[src/rtl/imul_prod_accum_if.sv]
// Product-stream in / group-result out bundle for the product accumulator.
// The slave modport is the accumulator's view; master is the surrounding logic.
interface imul_prod_accum_if #(
  parameter int unsigned p_nbits     = 32,
  parameter int unsigned p_cnt_nbits = 16
);
  logic                   in_val;
  logic                   in_rdy;
  logic [p_nbits-1:0]     in_msg;
  logic                   in_last;
  logic                   out_val;
  logic                   out_rdy;
  logic [p_nbits-1:0]     out_sum;
  logic [p_cnt_nbits-1:0] out_cnt;
  logic                   out_ovf;

  modport slave (
    input  in_val, in_msg, in_last, out_rdy,
    output in_rdy, out_val, out_sum, out_cnt, out_ovf
  );

  modport master (
    output in_val, in_msg, in_last, out_rdy,
    input  in_rdy, out_val, out_sum, out_cnt, out_ovf
  );
endinterface

[src/rtl/imul_prod_accum.sv]
// Sums last-delimited groups of unsigned products and presents sum, term count
// and sticky carry flag; the result cycle can also accept the next group's first term.
module imul_prod_accum #(
  parameter int unsigned p_nbits     = 32,
  parameter int unsigned p_cnt_nbits = 16
) (
  input  logic               clk,
  input  logic               reset,
  imul_prod_accum_if.slave   io
);

  typedef enum logic {
    ST_ACC  = 1'b0,
    ST_XFER = 1'b1
  } state_t;

  state_t                 r_state;
  state_t                 w_state_nxt;
  logic [p_nbits-1:0]     r_acc;
  logic [p_nbits-1:0]     w_acc_nxt;
  logic [p_cnt_nbits-1:0] r_cnt;
  logic [p_cnt_nbits-1:0] w_cnt_nxt;
  logic                   r_ovf;
  logic                   w_ovf_nxt;
  logic                   w_in_rdy;
  logic                   w_out_val;
  logic [p_nbits:0]       w_sum;

  // Extra top bit captures the carry-out of the running sum
  assign w_sum = {1'b0, r_acc} + {1'b0, io.in_msg};

  always_comb begin
    w_state_nxt = r_state;
    w_acc_nxt   = r_acc;
    w_cnt_nxt   = r_cnt;
    w_ovf_nxt   = r_ovf;
    w_in_rdy    = 1'b0;
    w_out_val   = 1'b0;

    case (r_state)
      ST_ACC: begin
        w_in_rdy = 1'b1;
        if (io.in_val) begin
          w_acc_nxt = w_sum[p_nbits-1:0];
          w_cnt_nxt = r_cnt + p_cnt_nbits'(1);
          w_ovf_nxt = r_ovf | w_sum[p_nbits];
          if (io.in_last) begin
            w_state_nxt = ST_XFER;
          end
        end
      end
      ST_XFER: begin
        w_out_val = 1'b1;
        w_in_rdy  = io.out_rdy;
        // A product arriving with the result handoff opens the next group
        if (io.out_rdy) begin
          if (io.in_val) begin
            w_acc_nxt   = io.in_msg;
            w_cnt_nxt   = p_cnt_nbits'(1);
            w_ovf_nxt   = 1'b0;
            w_state_nxt = io.in_last ? ST_XFER : ST_ACC;
          end else begin
            w_acc_nxt   = '0;
            w_cnt_nxt   = '0;
            w_ovf_nxt   = 1'b0;
            w_state_nxt = ST_ACC;
          end
        end
      end
      default: begin
        w_state_nxt = ST_ACC;
      end
    endcase

    if (reset) begin
      w_in_rdy  = 1'b0;
      w_out_val = 1'b0;
    end
  end

  always_ff @(posedge clk) begin
    if (reset) begin
      r_state <= ST_ACC;
      r_acc   <= '0;
      r_cnt   <= '0;
      r_ovf   <= 1'b0;
    end else begin
      r_state <= w_state_nxt;
      r_acc   <= w_acc_nxt;
      r_cnt   <= w_cnt_nxt;
      r_ovf   <= w_ovf_nxt;
    end
  end

  assign io.in_rdy  = w_in_rdy;
  assign io.out_val = w_out_val;
  assign io.out_sum = r_acc;
  assign io.out_cnt = r_cnt;
  assign io.out_ovf = r_ovf;

endmodule

[src/flat_wrapper.sv]
// flat-port wrapper written by rule: the top's interface ports become plain ports
module imul_prod_accum_flat 
#(
  parameter int unsigned p_nbits     = 32,
  parameter int unsigned p_cnt_nbits = 16
)
  (clk, reset, io_in_val, io_in_msg, io_in_last, io_out_rdy, io_in_rdy, io_out_val, io_out_sum, io_out_cnt, io_out_ovf);
  imul_prod_accum_if #(.p_nbits(p_nbits), .p_cnt_nbits(p_cnt_nbits)) io_i ();
  input  logic clk;
  input  logic reset;
  input wire logic [$bits(io_i.in_val)-1:0] io_in_val;
  input wire logic [$bits(io_i.in_msg)-1:0] io_in_msg;
  input wire logic [$bits(io_i.in_last)-1:0] io_in_last;
  input wire logic [$bits(io_i.out_rdy)-1:0] io_out_rdy;
  output wire logic [$bits(io_i.in_rdy)-1:0] io_in_rdy;
  output wire logic [$bits(io_i.out_val)-1:0] io_out_val;
  output wire logic [$bits(io_i.out_sum)-1:0] io_out_sum;
  output wire logic [$bits(io_i.out_cnt)-1:0] io_out_cnt;
  output wire logic [$bits(io_i.out_ovf)-1:0] io_out_ovf;
  assign io_i.in_val = io_in_val;
  assign io_i.in_msg = io_in_msg;
  assign io_i.in_last = io_in_last;
  assign io_i.out_rdy = io_out_rdy;
  assign io_in_rdy = io_i.in_rdy;
  assign io_out_val = io_i.out_val;
  assign io_out_sum = io_i.out_sum;
  assign io_out_cnt = io_i.out_cnt;
  assign io_out_ovf = io_i.out_ovf;
  imul_prod_accum #(.p_nbits(p_nbits), .p_cnt_nbits(p_cnt_nbits)) u_core (.clk(clk), .reset(reset), .io(io_i));
endmodule
[config.mk]
export PLATFORM = sky130hd
export DESIGN_NAME = imul_prod_accum_flat
export DESIGN_NICKNAME = d
export VERILOG_FILES = /design/src/rtl/imul_prod_accum_if.sv /design/src/rtl/imul_prod_accum.sv /design/src/flat_wrapper.sv
export SDC_FILE = /design/constraint.sdc
export NUM_CORES = 1
export LEC_CHECK = 0
export BUFFER_PORTS_ARGS = -buffer_cell sky130_fd_sc_hd__buf_2
export CORE_ASPECT_RATIO = 0.75
export CORE_MARGIN = 2
export CORE_UTILIZATION = 31
export DETAILED_ROUTE_END_ITERATION = 7
export GPL_TIMING_DRIVEN = 0
export PLACE_DENSITY = 0.61
export SYNTH_ARGS = -nofsm -noshare
export SYNTH_HDL_FRONTEND = slang
export SYNTH_SLANG_ARGS = --single-unit
export TNS_END_PERCENT = 30
[constraint.sdc]
create_clock -name clk -period 2.5 [get_ports clk]
set_input_delay 0.125 -clock clk [delete_from_list [all_inputs] [get_ports clk]]
set_output_delay 0.125 -clock clk [all_outputs]
set_load 0.005 [all_outputs]
==> metrics.csv, run 1 <==
metric,value,unit
run status,"finished, violations left",
violations in the final reports,negative setup slack,
post-synthesis instance area,3990,um^2
vias after detailed routing,4459,
post-DR wirelength/cell,18.0,um
count of synthesis-stage warnings from yosys,0,
final core utilization,41.3,%
final routed DRC violation total,0,
global-route wire length before repair,22700,um
number of antenna diodes,0,
post-route clock period utilization,104,%
switching share of power,40.6,%
count of fill cells added during filler insertion,1281,
kind of critical path,reg -> reg,
number of synthesized flops with an enable pin,0,
number of rows created at floorplan,35,
maximum vdd drop,0.298,mV
top cell type's share of synthesized area,25.1,%
die outline width,135,um
fraction of registers with async set/reset,0,%
"leading cell type in the layout, fill and taps excluded",buf_2,
antenna violations before repair,0,
Final Routed Wirelength,14500,um
fin nets,708,
Global Route Usage Sum,20.9,%
clock root buffer,clkbuf_16,
H-tree depth reported by CTS,2,
final worst-path setup slack,-0.109,ns
sequential-to-total area share from yosys stat,25.1,%
core area,12400,um^2
R2R setup slack,-0.11,ns
"Top FF cell, synth",dfxtp_1,
Critical Path Sink Type,flop,
net load switching power,1.33,mW
part of the power in combinational logic,46.9,%
"Setup violations, final",11,
required time worst endpoint,2.67,ns
Boundary Pins,88,
ratio of total power to cell area,640,nW/um^2
relative slew slack,46.8,%
count of different cell masters after synthesis,53,
gate count after technology mapping,533,
area of the die,13800,um^2
class of the worst hold path,in -> reg,
critical path arrival,2.78,ns
gpl congestion,0.929,
"leading cell types in the layout, fill and taps excluded","buf_2, nand2_1, a21oi_1",
"flops & latches, synth",50,
number of pins with negative max-slew slack in the final report,0,
clk_lat worst skew,0.30,ns
remaining global-route overflow,0,
summed negative setup slack over all endpoints,-0.631,ns
static leakage power,2.22,nW
per-instance average area after synthesis,7.48,um^2
vias per inst,5.55,
fraction of layout instances using a drive strength above 1,24.9,%
Internal Dissipation,1.94,mW
hold violation total from the final report,0,
"Min Clock Period, post-route",2.61,ns
growth of design area from synthesis to finish,28.5,%
count of buffers inserted at the top-level ports,86,
1st-iter DRT viols,300,
library cell with the largest summed area after synthesis,dfxtp_1,
die extent in y,102,um
maximum number of pins on one net before global-route repair,20,
maximum fanout along the worst path,2,
RSZ-0062 raised after global routing,yes,
total iterations of the first detailed-routing run,5,
TritonCTS Sinks,50,
maximum achievable frequency,0.383,GHz
"Net Count, Synth",604,
worst clock skew,0.00981,ns
"Reg clk slew, reported paths",0.08,ns
TritonCTS buffer count,5,
launching element type of the critical path,flop,
transition time of the tightest slew-check pin,0.798,ns
top area cells in the synthesized netlist,"dfxtp_1, ha_1, a21oi_1",
placed wire-length estimate,10600,um
clock tree from TritonCTS,built,
# Max-Cap Violations,0,
sequential power share,30.3,%
Bufs on Longest Clock Path,2,
number of antenna-violating nets in the routed design,0,
relative contribution of the clock network to total power,22.9,%
initial core utilization,32.2,%
vias in the first global route,4387,
-- per-stage QoR --
stage	cell area, um^2	setup WS, ns	power [mW]	std cells	hold WS [ns]
2_1_floorplan	4020	0.0563	1.95	533	0.274
3_3_place_gp	4660	-0.455	2.33	785	0.381
3_5_place_dp	4660	-0.452	2.36	785	0.391
4_1_cts	5010	-0.196	3.20	800	0.0696
5_1_grt	5120	-0.201	3.50	804	0.0921
6_report	5120	-0.109	3.28	804	0.0756
-- repair_timing --
action	CTS	global route
resized for setup	29	24
hold buffers	0	0
cloned	0	0
buffers inserted	12	4
pin swaps	17	18
setup endpoints to repair	24	21
-- power by group through the flow --
stage	clock, mW	combinational [mW]	sequential [mW]
3_3_place_gp	0	1.33	1.00
3_5_place_dp	0	1.35	1.01
6_report	0.749	1.54	0.991
5_1_grt	0.795	1.69	1.01
2_1_floorplan	0	0.952	1.00
4_1_cts	0.769	1.45	0.988
-- synthesized netlist by cell type, drive strengths merged (12+ instances only) --
cell and instances:
a22oi 12, nor2 53, dfxtp 50, a211oi 15, xor2 24, nand2 60
nand3 18, ha 33, clkbuf 32, and3 15, a21oi 58, xnor2 15
o21ai 36
-- cells by family (layout without fill, tap and decap cells) --
kind of cell               after synthesis  count (layout)  synth area share [%]
DFF                                     50              50                  25.1
xor gates and xnor gates                39              39                  8.57
muxes                                    1               1                 0.251
and+or+nand+nor                        188             188                  22.1
adders and majority gates               34              34                  10.9
AOI/OAI and AO/OA                      179             179                  29.2
buffers and inverters                   42             147                  3.96
-- state kept, by name, summed over array words and instances (netlist names) --
signal,cells
u_core.io.out_cnt,16
u_core.r_state,1
u_core.io.out_sum,32
u_core.io.out_ovf,1
-- worst max-delay path, cell delays in order, from the launching register on --
cell	delay [ns]
dfxtp_4	0.36
ha_4	0.26
a21oi_2	0.05
or3b_4	0.42
a211oi_4	0.26
nor4b_2	0.09
o41a_1	0.39
o41a_1	0.38
xor2_1	0.20
o22ai_2	0.07
-- cell type report --
class | instances | area [um^2] | share of cell area [%]
plain buffers | 28 | 123 | 2.39
clock buffers | 5 | 125 | 2.44
clock inverters | 3 | 28.8 | 0.562
inverters | 9 | 35.0 | 0.684
multi-input cells | 441 | 3040 | 59.4
flip-flops and latches | 50 | 1010 | 19.7
well taps | 166 | 208 | 4.06
repair buffers | 102 | 551 | 10.8
-- metal layers --
| metal | GRT usage (%) | vias up | share of wire, % |
|---|---|---|---|
| met4 | 6.56 | 0 | 1.5 |
| li1 | - | 2156 | - |
| met3 | 3.27 | 16 | 6.5 |
| met2 | 32.8 | 176 | 43 |
| met5 | 0 | - | 0 |
| met1 | 29.6 | 2111 | 49 |
-- final timing paths --
path,startpoint,end,depth (start not counted)
hold reg to reg,u_core.io.out_sum[0]$_SDFFE_PP0P_,u_core.io.out_sum[0]$_SDFFE_PP0P_,2
setup reg to reg,u_core.io.out_sum[1]$_SDFFE_PP0P_,u_core.io.out_sum[31]$_SDFFE_PP0P_,9
setup / recovery,u_core.io.out_sum[1]$_SDFFE_PP0P_,u_core.io.out_sum[31]$_SDFFE_PP0P_,9
hold / removal,io_in_last,u_core.r_state$_SDFF_PP0_,3
Power figures use the tool's default switching activity.
==> run 2, diff against run 1 <==
--- a/config.mk
+++ b/config.mk
@@ -9,8 +9,8 @@
 export CORE_ASPECT_RATIO = 0.75
 export CORE_MARGIN = 2
 export CORE_UTILIZATION = 31
+export CTS_BUF_LIST = sky130_fd_sc_hd__clkbuf_16
 export DETAILED_ROUTE_END_ITERATION = 7
-export GPL_TIMING_DRIVEN = 0
 export PLACE_DENSITY = 0.61
 export SYNTH_ARGS = -nofsm -noshare
 export SYNTH_HDL_FRONTEND = slang
==> run 2 against run 1 <==
Via count is 0.85% lower. Register-to-register slack gained 0.06 ns. Critical path type unchanged. Global-route usage decreased by 0.74 points. Sequential power hardly changed. The run still ends with negative setup slack left. Sequential share of layout area is 0.80 points lower. Clock-buffer cell count stayed put. Largest cell class unchanged. Total power up 2.6%. Fmax up 2.5%. Highest routed layer unchanged. First-iteration DRC count fell by 6.7%. Routed wire length is 2.7% lower. Final cell count increased by 2.7%.
==> metrics.csv, run 2 (synthesis gave the netlist of run 1 again) <==
metric,value,unit
Critical Path Sink Type,flop,
relative slew slack,58.6,%
instance count after placement with tap cells included,814,
1st-iter DRT viols,280,
area of the die,13800,um^2
worst clock skew,0.00832,ns
"Min Clock Period, post-route",2.54,ns
net load switching power,1.33,mW
RSZ-0062 raised after global routing,yes,
placed wire-length estimate,10700,um
TritonCTS Sinks,50,
initial core utilization,32.2,%
total iterations of the first detailed-routing run,5,
Largest register FFs,32,
required time worst endpoint,2.69,ns
fraction of layout instances using a drive strength above 1,29.8,%
hold violation total from the final report,0,
peak-usage layer in the global routing report,met2,
placement-stage cell area,4990,um^2
Boundary Pins,88,
relative contribution of the clock network to total power,22.4,%
class of the worst hold path,in -> reg,
final cell count without fillers,826,
growth of design area from synthesis to finish,33.7,%
core area,12400,um^2
gpl congestion,0.882,
switching share of power,39.6,%
clk_lat worst skew,0.30,ns
die extent in y,102,um
Internal Dissipation,2.03,mW
global-route wire length before repair,21900,um
"Reg clk slew, reported paths",0.08,ns
part of the power in combinational logic,48.1,%
kind of critical path,reg -> reg,
clock tree from TritonCTS,built,
number of antenna-violating nets in the routed design,0,
post-DR wirelength/cell,17.1,um
violations in the final reports,negative setup slack,
critical path arrival,2.73,ns
post-layout instance area,5330,um^2
vias per inst,5.35,
Global Route Usage Sum,20.2,%
maximum number of pins on one net before global-route repair,25,
final worst-path setup slack,-0.0442,ns
clock root buffer,clkbuf_16,
ratio of total power to cell area,631,nW/um^2
maximum achievable frequency,0.393,GHz
cts hold-fix bufs,0,
global-route met3 utilization,2.88,%
die outline width,135,um
count of buffers inserted at the top-level ports,87,
"leading cell type in the layout, fill and taps excluded",buf_2,
maximum fanout along the worst path,3,
antenna violations before repair,0,
# Max-Cap Violations,0,
"leading cell types in the layout, fill and taps excluded","buf_2, buf_4, nand2_1",
Post-Route Hold Slack,0.0672,ns
Bufs on Longest Clock Path,2,
number of pins with negative max-slew slack in the final report,0,
met2 track demand over resource,31.2,%
run status,"finished, violations left",
number of antenna diodes,0,
TritonCTS buffer count,5,
vias in the first global route,4161,
global routing met1 resource utilization,30.2,%
post-route clock period utilization,102,%
H-tree depth reported by CTS,2,
number of rows created at floorplan,35,
static leakage power,2.40,nW
final core utilization,43.0,%
fin nets,730,
remaining global-route overflow,0,
launching element type of the critical path,flop,
sequential power share,29.5,%
vias after detailed routing,4421,
"Setup violations, final",1,
maximum vdd drop,0.293,mV
final routed DRC violation total,0,
Final Routed Wirelength,14100,um
transition time of the tightest slew-check pin,0.620,ns
## run 2: cell count changes in the layout (fill, tap and decap cells not counted), sizes merged
| cell | delta |
|---|---|
| buf | +47 |
| clkbuf | -25 |
## run 2: final cells by class
type	count	area [um^2]
Fill cell	1272	7060
Tap cell	166	208
Sequential cell	50	1010
Multi-Input combinational cell	441	3000
Inverter	9	33.8
Timing Repair Buffer	152	927
Clock inverter	3	26.3
Clock buffer	5	125
## run 2: power groups by stage
stage	sequential (mW)	clock [mW]	combinational, mW
floorplan	1.00	0	0.952
global placement	0.998	0	1.51
detailed placement	1.01	0	1.51
CTS	0.987	0.776	1.55
global route	1.00	0.804	1.77
finish	0.991	0.753	1.62
## run 2: through the flow
step                power [mW]  worst slack, ns  TNS [ns]
floorplan                 1.95           0.0563         0
global placement          2.51          -0.0294   -0.0620
detailed placement        2.51           -0.130    -0.614
CTS                       3.31          -0.0748    -0.142
global route              3.58           -0.152    -0.355
finish                    3.36          -0.0442   -0.0442
## run 2: routing by layer
metal,wire length (um),vias to the layer above
met4,83,0
li1,-,2203
met3,811,8
met1,7160,2085
met2,6030,125
met5,0,-
## run 2: what timing repair did
action,in CTS,in global routing
buffers inserted,2,2
gates resized for setup,13,20
setup endpoints to repair,14,18
pin swaps,2,10
## run 2: worst max-delay path: stages, from the launching register on
cell and delay (ns):
dfxtp_4 0.36, ha_4 0.26, a21oi_2 0.05, or3b_4 0.42, a211oi_4 0.28, nor4b_2 0.09, o41a_1 0.37, o41a_1 0.36
xor2_1 0.17, o22ai_2 0.08
## run 2: path summary, 6_finish.rpt
| check | slack [ns] | from | cells past startpoint | to |
|---|---|---|---|---|
| worst max-delay path | -0.04 | u_core.io.out_sum[1]$_SDFFE_PP0P_ | 9 | u_core.io.out_sum[31]$_SDFFE_PP0P_ |
| worst min-delay path | 0.07 | io_in_last | 3 | u_core.r_state$_SDFF_PP0_ |
| worst max register to register | -0.04 | u_core.io.out_sum[1]$_SDFFE_PP0P_ | 9 | u_core.io.out_sum[31]$_SDFFE_PP0P_ |
| worst min register to register | 0.52 | u_core.io.out_sum[7]$_SDFFE_PP0P_ | 2 | u_core.io.out_sum[7]$_SDFFE_PP0P_ |
